## config.mk

```make
export PLATFORM = sky130hd
export DESIGN_NAME = hci_mem_bank_adapter
export DESIGN_NICKNAME = d
export VERILOG_FILES = /design/src/rtl/hci_mem_bank_adapter.sv
export SDC_FILE = /design/constraint.sdc
export NUM_CORES = 1
export LEC_CHECK = 0
export CAP_MARGIN = 20
export CELL_PAD_IN_SITES_DETAIL_PLACEMENT = 1
export CELL_PAD_IN_SITES_GLOBAL_PLACEMENT = 2
export CORE_MARGIN = 4
export CORE_UTILIZATION = 14
export DETAILED_ROUTE_END_ITERATION = 8
export GPL_TIMING_DRIVEN = 0
export HOLD_SLACK_MARGIN = 0.06
export PLACE_DENSITY_LB_ADDON = 0.15
export SETUP_SLACK_MARGIN = 0.2
export SYNTH_ARGS = -nofsm -noshare
export SYNTH_HDL_FRONTEND = slang
export SYNTH_SLANG_ARGS = --single-unit
```

## constraint.sdc

```tcl
create_clock -name clk_i -period 2.08 [get_ports clk_i]
set_input_delay 0.416 -clock clk_i [delete_from_list [all_inputs] [get_ports clk_i]]
set_output_delay 0.416 -clock clk_i [all_outputs]
set_load 0.03 [all_outputs]
```

## src/rtl/hci_mem_bank_adapter.sv

```systemverilog
// HCI target channel to single SRAM/SCM bank macro: pin mapping, latency-matched response
// pipeline and idle sleep/wake FSM. Optional output register: HCI_BANK_ADAPTER_RDATA_REG_EN.
module hci_mem_bank_adapter #(
    parameter int unsigned DW          = 32,
    parameter int unsigned AW          = 10,
    parameter int unsigned IW          = 8,
    parameter int unsigned UW          = 2,
    parameter int unsigned MEM_LATENCY = 1,
    parameter int unsigned IDLE_CYCLES = 16,
    parameter int unsigned WAKE_CYCLES = 2
) (
    input  logic            clk_i,
    input  logic            rst_ni,
    input  logic            clear_i,
    input  logic            req_i,
    output logic            gnt_o,
    input  logic [AW-1:0]   add_i,
    input  logic            wen_i,
    input  logic [DW/8-1:0] be_i,
    input  logic [DW-1:0]   data_i,
    input  logic [IW-1:0]   id_i,
    input  logic [UW-1:0]   user_i,
    output logic            r_valid_o,
    output logic [DW-1:0]   r_data_o,
    output logic [IW-1:0]   r_id_o,
    output logic [UW-1:0]   r_user_o,
    output logic            mem_req_o,
    output logic            mem_we_o,
    output logic [AW-1:0]   mem_addr_o,
    output logic [DW-1:0]   mem_wdata_o,
    output logic [DW/8-1:0] mem_be_o,
    input  logic [DW-1:0]   mem_rdata_i,
    output logic            mem_sleep_o
);

    localparam int unsigned    ICW       = (IDLE_CYCLES > 0) ? $clog2(IDLE_CYCLES + 1) : 1;
    localparam logic [ICW-1:0] IDLE_LAST = (IDLE_CYCLES > 0) ? ICW'(IDLE_CYCLES - 1) : '0;
    localparam logic [ICW-1:0] IDLE_MAX  = ICW'(IDLE_CYCLES);
    localparam logic [3:0]     WAKE_LOAD = 4'(WAKE_CYCLES);

    typedef enum logic [1:0] {
        ST_ACTIVE = 2'd0,
        ST_SLEEP  = 2'd1,
        ST_WAKE   = 2'd2
    } state_e;

    state_e                         state_r;
    logic [ICW-1:0]                 idle_cnt_r;
    logic [3:0]                     wake_cnt_r;
    logic                           sleep_r;

    logic [MEM_LATENCY-1:0]         pipe_valid_r;
    logic [MEM_LATENCY-1:0]         pipe_read_r;
    logic [MEM_LATENCY-1:0][IW-1:0] pipe_id_r;
    logic [MEM_LATENCY-1:0][UW-1:0] pipe_user_r;

    logic                           gnt_s;
    logic                           accept_s;
    logic                           busy_s;
    logic                           idle_inc_s;
    logic                           fin_valid_s;
    logic                           rsp_valid_s;
    logic [DW-1:0]                  rsp_data_s;
    logic [IW-1:0]                  rsp_id_s;
    logic [UW-1:0]                  rsp_user_s;

    // Grant depends only on FSM state, so there is no path from req_i to gnt_o.
    assign gnt_s       = (state_r == ST_ACTIVE);
    assign gnt_o       = gnt_s;
    assign accept_s    = req_i & gnt_s;
    assign mem_sleep_o = sleep_r;
    assign idle_inc_s  = ~req_i & ~busy_s;

    // Macro pin mapping; byte enables are quiet whenever the macro is not selected.
    always_comb begin
        mem_req_o   = accept_s;
        mem_we_o    = ~wen_i;
        mem_addr_o  = add_i;
        mem_wdata_o = data_i;
        mem_be_o    = '0;
        if (accept_s) begin
            mem_be_o = be_i;
        end else begin
            mem_be_o = '0;
        end
    end

    // Response pipeline: one stage per macro latency cycle; clear drops everything in flight.
    always_ff @(posedge clk_i or negedge rst_ni) begin
        if (!rst_ni) begin
            pipe_valid_r <= '0;
            pipe_read_r  <= '0;
            pipe_id_r    <= '0;
            pipe_user_r  <= '0;
        end else if (clear_i) begin
            pipe_valid_r <= '0;
            pipe_read_r  <= '0;
            pipe_id_r    <= '0;
            pipe_user_r  <= '0;
        end else begin
            pipe_valid_r[0] <= accept_s;
            pipe_read_r[0]  <= accept_s & wen_i;
            pipe_id_r[0]    <= accept_s ? id_i : '0;
            pipe_user_r[0]  <= accept_s ? user_i : '0;
            for (int unsigned i = 1; i < MEM_LATENCY; i++) begin
                pipe_valid_r[i] <= pipe_valid_r[i-1];
                pipe_read_r[i]  <= pipe_read_r[i-1];
                pipe_id_r[i]    <= pipe_id_r[i-1];
                pipe_user_r[i]  <= pipe_user_r[i-1];
            end
        end
    end

    assign fin_valid_s = pipe_valid_r[MEM_LATENCY-1];

    // Final-stage response; all fields are zero when not valid, data only for reads.
    always_comb begin
        rsp_valid_s = fin_valid_s;
        rsp_data_s  = '0;
        rsp_id_s    = '0;
        rsp_user_s  = '0;
        if (fin_valid_s) begin
            rsp_id_s   = pipe_id_r[MEM_LATENCY-1];
            rsp_user_s = pipe_user_r[MEM_LATENCY-1];
            if (pipe_read_r[MEM_LATENCY-1]) begin
                rsp_data_s = mem_rdata_i;
            end else begin
                rsp_data_s = '0;
            end
        end else begin
            rsp_id_s   = '0;
            rsp_user_s = '0;
            rsp_data_s = '0;
        end
    end

`ifdef HCI_BANK_ADAPTER_RDATA_REG_EN
    logic          out_valid_r;
    logic [DW-1:0] out_data_r;
    logic [IW-1:0] out_id_r;
    logic [UW-1:0] out_user_r;

    // Extra response register; counts as in-flight for idle detection.
    always_ff @(posedge clk_i or negedge rst_ni) begin
        if (!rst_ni) begin
            out_valid_r <= 1'b0;
            out_data_r  <= '0;
            out_id_r    <= '0;
            out_user_r  <= '0;
        end else if (clear_i) begin
            out_valid_r <= 1'b0;
            out_data_r  <= '0;
            out_id_r    <= '0;
            out_user_r  <= '0;
        end else begin
            out_valid_r <= rsp_valid_s;
            out_data_r  <= rsp_data_s;
            out_id_r    <= rsp_id_s;
            out_user_r  <= rsp_user_s;
        end
    end

    assign r_valid_o = out_valid_r;
    assign r_data_o  = out_data_r;
    assign r_id_o    = out_id_r;
    assign r_user_o  = out_user_r;
    assign busy_s    = (|pipe_valid_r) | out_valid_r;
`else
    assign r_valid_o = rsp_valid_s;
    assign r_data_o  = rsp_data_s;
    assign r_id_o    = rsp_id_s;
    assign r_user_o  = rsp_user_s;
    assign busy_s    = |pipe_valid_r;
`endif

    // Sleep/wake FSM with idle and wake counters and registered sleep pin.
    always_ff @(posedge clk_i or negedge rst_ni) begin
        if (!rst_ni) begin
            state_r    <= ST_ACTIVE;
            idle_cnt_r <= '0;
            wake_cnt_r <= 4'd0;
            sleep_r    <= 1'b0;
        end else if (clear_i) begin
            state_r    <= ST_ACTIVE;
            idle_cnt_r <= '0;
            wake_cnt_r <= 4'd0;
            sleep_r    <= 1'b0;
        end else begin
            case (state_r)
                ST_ACTIVE: begin
                    sleep_r    <= 1'b0;
                    wake_cnt_r <= 4'd0;
                    if (accept_s) begin
                        idle_cnt_r <= '0;
                    end else if (idle_inc_s) begin
                        // Pipeline is empty here, so sleep never strands a response.
                        if ((IDLE_CYCLES != 0) && (idle_cnt_r == IDLE_LAST)) begin
                            state_r    <= ST_SLEEP;
                            sleep_r    <= 1'b1;
                            idle_cnt_r <= '0;
                        end else if (idle_cnt_r != IDLE_MAX) begin
                            idle_cnt_r <= idle_cnt_r + ICW'(1'b1);
                        end else begin
                            idle_cnt_r <= idle_cnt_r;
                        end
                    end else begin
                        idle_cnt_r <= idle_cnt_r;
                    end
                end
                ST_SLEEP: begin
                    idle_cnt_r <= '0;
                    if (req_i) begin
                        sleep_r <= 1'b0;
                        if (WAKE_CYCLES == 0) begin
                            state_r    <= ST_ACTIVE;
                            wake_cnt_r <= 4'd0;
                        end else begin
                            state_r    <= ST_WAKE;
                            wake_cnt_r <= WAKE_LOAD;
                        end
                    end else begin
                        sleep_r    <= 1'b1;
                        wake_cnt_r <= 4'd0;
                    end
                end
                ST_WAKE: begin
                    sleep_r    <= 1'b0;
                    idle_cnt_r <= '0;
                    if (wake_cnt_r <= 4'd1) begin
                        state_r    <= ST_ACTIVE;
                        wake_cnt_r <= 4'd0;
                    end else begin
                        wake_cnt_r <= wake_cnt_r - 4'd1;
                    end
                end
                default: begin
                    state_r    <= ST_ACTIVE;
                    idle_cnt_r <= '0;
                    wake_cnt_r <= 4'd0;
                    sleep_r    <= 1'b0;
                end
            endcase
        end
    end

endmodule

```

## Word level (Yosys, flattened, before mapping)

Cells that the tools add are included.

| storage, ports and cells | value |
|---|---|
| latch bits | 0 |
| bits in read-only memories | 0 |
| register bits | 24 |
| output and inout port bits | 93 |
| word-level logic and storage cells | 65 |
| RAM bits | 0 |
| memories kept | 0 |

| cells by class | value |
|---|---|
| bitwise operators | 6 |
| muxes and demuxes | 34 |
| equality and inequality tests | 11 |
| $lt $le $gt $ge | 1 |
| div/mod/pow operators | 0 |
| reductions and logical operators | 3 |
| $mul | 0 |
| shifts and indexed selects | 0 |
| $add $sub $neg | 2 |

Operator list:

| cell | count |
|---|---|
| 32-bit 2-to-1 mux | 2 |
| 5-bit 2-to-1 mux | 6 |
| 8-bit 2-to-1 mux | 3 |
| 2-bit 2-to-1 mux | 10 |
| 4-bit 2-to-1 mux | 3 |
| 3-bit != test, second input constant | 3 |
| 4-bit case mux with 2 select lines | 1 |
| 1-bit 2-to-1 mux | 7 |
| 3-bit by 2-bit != test with 1-bit output, second input constant | 2 |
| 2-bit case mux with 3 select lines | 1 |
| 5-bit by 1-bit adder with 5-bit output, second input constant | 1 |
| 5-bit by 4-bit equality test with 1-bit output, second input constant | 1 |
| 5-bit by 2-bit != test with 1-bit output, second input constant | 1 |
| 5-bit != test, second input constant | 1 |
| 5-bit AND reduction | 1 |
| 4-bit by 1-bit <= comparator with 1-bit output, second input constant | 1 |
| 4-bit by 2-bit != test with 1-bit output, second input constant | 1 |
| 4-bit by 1-bit subtractor with 4-bit output, second input constant | 1 |
| 1-bit AND | 3 |
| 1-bit NOT | 3 |
| 2-bit by 1-bit equality test with 1-bit output, second input constant | 1 |
| 2-bit equality test, second input constant | 1 |
| 2-bit logical NOT | 1 |
| 1-bit case mux with 2 select lines | 1 |
| 2-bit AND reduction | 1 |

## Logic depth before layout (Yosys ltp)

| depth | value |
|---|---|
| word-level depth | 7 |
| mapped depth | 6 |
| gate-level depth less buffers | 6 |

## Worst setup path after synthesis

OpenSTA, ideal clock, no wires.

| timing | value |
|---|---|
| path type | flip-flop to output port |
| start | reg pipe_valid_r, in the netlist r_valid_o |
| end | out r_data_o[11] |
| arrival | 1.366 ns |
| required time | 1.664 ns |
| setup slack | 0.298 ns |
| path buffers | 2 |
| stages on the path, launching flop included | 4 |
| path through | dfrtp_1 clkbuf_1 clkbuf_1 and3_1 |

| on the way | value |
|---|---|
| cells in the longest elaborated chain, start to end | 1 |

RTL lines:

| what | RTL line | RTL |
|---|---|---|
| start: declaration | 52 | `logic [MEM_LATENCY-1:0] pipe_valid_r;` |
| start signal: indexed assignment | 106 | `pipe_valid_r[i] <= pipe_valid_r[i-1];` |
| 32-bit 2-to-1 mux | 122 | `if (fin_valid_s) begin` |
| end: declaration | 24 | `output logic [DW-1:0] r_data_o,` |

Every way passes these cells.

## Worst setup path after layout

| timing | value |
|---|---|
| start | reg pipe_valid_r, in the netlist r_valid_o |
| end | out r_data_o[2] |

Same word-level chain as after synthesis.

==> impl_metrics.tcl <==
set metrics [dict create \
    run_status "complete, no violations" \
    antennaDiodeCount 0 \
    skew_ps 6.74 \
    fin_area_mm2 0.00333 \
    grt_util_all_layers_pct 8.80 \
    crit_path_end_kind "primary output" \
    drt-initial-drc-count 47 \
    worstPathRequired_ps 1660 \
    cp_top_family "buffers and inverters" \
    rows 40 \
    final_hold_viol_count 0 \
    fin_cells 512 \
    ys_seq_area_share_pct 34.2 \
    place_ws_ps -476 \
    coreArea_mm2 0.0122 \
    layout_min_cycle_time_ps 1820 \
    slew_headroom_pct 58.6 \
    arrival_ps 1410 \
    r2r_setup_slack_ps 420 \
    drv_slew 0 \
    ioPinCount 186 \
    ant_nets 0 \
    wire_per_inst_um 13.1 \
    clock_path_buffers 2 \
    io_buffers 143 \
    cts_tree "yes" \
    drc 0 \
    synth_cell_types 34 \
    ir_worst_vdd_mv 0.240 \
    routed_wl_um 6720 \
    cp.buffers_inverters 2 \
    yosysWarnings 0 \
    via_count 1843 \
    grt_pass1_vias 1942 \
    start_util_pct 14.4 \
    critPathLaunchType "register" \
    ys_ff_latch 24 \
    antenna_found_initial 0 \
    cp_cell_sequence "clkbuf_2 -> and3_1 -> clkdlybuf4s15_1" \
    worst_pin_slew_ps 613 \
    fin_ws_ps 258 \
    power_density_mw_per_mm2 408 \
    most-common-layout-cells "clkdlybuf4s50_1, buf_4, and3_1" \
    root_buffer "clkbuf_16" \
    synthCells 196 \
    overflow 0 \
    grt_max_degree 18 \
    die_w_um 120 \
    area_growth_pct 89.7 \
    min-delay-path-class "reg -> reg" \
    hpwl_um 5630 \
    cts_buffers 3 \
    gp_congestion 0.698 \
    worstSkewPairLatency_ps 260 \
    vias_per_cell 3.60 \
    synth_area_mm2 0.00176 \
    finalSetupViolCount 0 \
    die-area_mm2 0.0144 \
    ctsHtreeMaxLevel 1 \
    syn_nets 296 \
    max_freq_ghz 0.549 \
    fillers 1473 \
    clk_pin_slew_ps 60 \
    placed_cells 508 \
    layout.nets 446 \
    cts_sinks 24 \
    fin_crit_sh_pct 87.6 \
    die_h_um 120 \
    place_area_mm2 0.00343 \
    grt_pass1_wl_um 10500 \
    drive_above_1_share_pct 33.1 \
    hold_buffers 0 \
    drv_cap 0 \
    crit_fanout 10 \
    cpMaxStageDelayCell "dfrtp_2" \
    mostFrequentLayoutCell "clkdlybuf4s50_1" \
    slowest_delay_ps 420 \
    rsz0062_at_grt "true" \
    critPathKind "reg -> out" \
    drtPass1Iterations 3 \
    avgSynthCellArea_um2 8.96 \
    leakage_uw 0.00169 \
]
[metal layers]
| metal | vias to the layer above | wire length, um | global-route usage [%] |
|---|---|---|---|
| met3 | 6 | 676 | 2.92 |
| li1 | 904 | - | - |
| met5 | - | 0 | 0 |
| met1 | 841 | 2590 | 10.2 |
| met2 | 92 | 3360 | 15.7 |
| met4 | 0 | 90 | 1.86 |
[final timing paths]
check / start / end / cells past startpoint
worst max-delay path: r_valid_o / r_data_o[2] / 3
worst min-delay path: wake_cnt_r[0] / wake_cnt_r[0] / 1
worst max register to register: idle_cnt_r[0] / state_r[1] / 4
worst min register to register: wake_cnt_r[0] / wake_cnt_r[0] / 1
max in group asynchronous: rst_ni / r_valid_o / 2
min in group asynchronous: rst_ni / wake_cnt_r[2] / 1
[state kept, by name (all words and copies together) (netlist names)]
signal and cells:
pipe_user_r 2, mem_sleep_o 1, idle_cnt_r 5, r_valid_o 1, pipe_id_r 8, wake_cnt_r 4, state_r 2, pipe_read_r 1
[worst reg2reg max path, stage by stage (launching register included)]
cell      delay, ps
dfrtp_1         440
ha_1            280
and4b_4         220
o311ai_1        260
mux2_1          350
[per-stage QoR]
step | utilization (%) | total power (uW) | setup TNS [ps] | hold slack [ps]
3_3_place_gp | 27.9 | 961 | -15410 | 481
2_1_floorplan | - | 727 | 0 | 120
3_5_place_dp | 28.2 | 970 | -14840 | 485
4_1_cts | 27.6 | 1390 | 0 | 496
6_report | 27.4 | 1360 | 0 | 491
5_1_grt | 27.4 | 1430 | 0 | 522
[cells in the mapped netlist]
master     n  area [um^2]
o21ai_0    4         20.0
xnor2_1    2         17.5
o21a_1     1         7.51
nand2_1    1         3.75
and2b_2    1         8.76
mux2_1     1         11.3
o311ai_1   1         8.76
a21oi_1    3         15.0
and3_2     4         30.0
dfrtp_1   24          601
or3_2      1         7.51
o311ai_0   1         8.76
o21bai_1   1         7.51
buf_2      1         5.00
nor2_1    10         37.5
ha_1       7         87.6
nand3_1    1         5.00
nand4_1    1         6.26
clkbuf_1   8         30.0
buf_6      1         11.3
inv_1     10         37.5
o21bai_2   1         11.3
a31oi_1    4         25.0
o31ai_4    1         21.3
buf_4     42          315
mux2i_1    2         20.0
nor2b_1    2         12.5
and3_1    32          200
and2_2     1         7.51
and4b_4    1         13.8
nor3_1     2         10.0
nand3b_1   1         7.51
and2_1    22          138
nor3b_1    1         7.51
[power breakdown]
part | internal (uW) | total [uW] | switching [uW]
Combinational | 250 | 462 | 212
Sequential | 478 | 484 | 6.54
Clock | 254 | 412 | 158
Total | 982 | 1360 | 376
[logic make-up (layout without fill, tap and decap cells)]
family,count (synthesis),after routing,synth area share [%]
adders and majority gates,7,7,4.99
buffers and inverters,62,210,22.7
xor gates and xnor gates,2,2,0.997
AOI/OAI and AO/OA,17,17,7.12
and+or+nand+nor,81,81,28.2
DFF,24,24,34.2
muxes,3,3,1.78
[layout make-up]
| class | instances | area (um^2) | share of cell area, % |
|---|---|---|---|
| flip-flops and latches | 24 | 602 | 18.1 |
| multi-input cells | 110 | 769 | 23.1 |
| inverters | 10 | 37.5 | 1.13 |
| well taps | 168 | 210 | 6.31 |
| plain buffers | 52 | 387 | 11.6 |
| clock buffers | 3 | 75.1 | 2.25 |
| repair buffers | 145 | 1250 | 37.6 |
[timing repair]
item,CTS,global route
pin swaps,0,0
setup buffers,1,0
setup endpoints to repair,59,36
gates resized for setup,207,30
(Power assumes the default switching activity.)
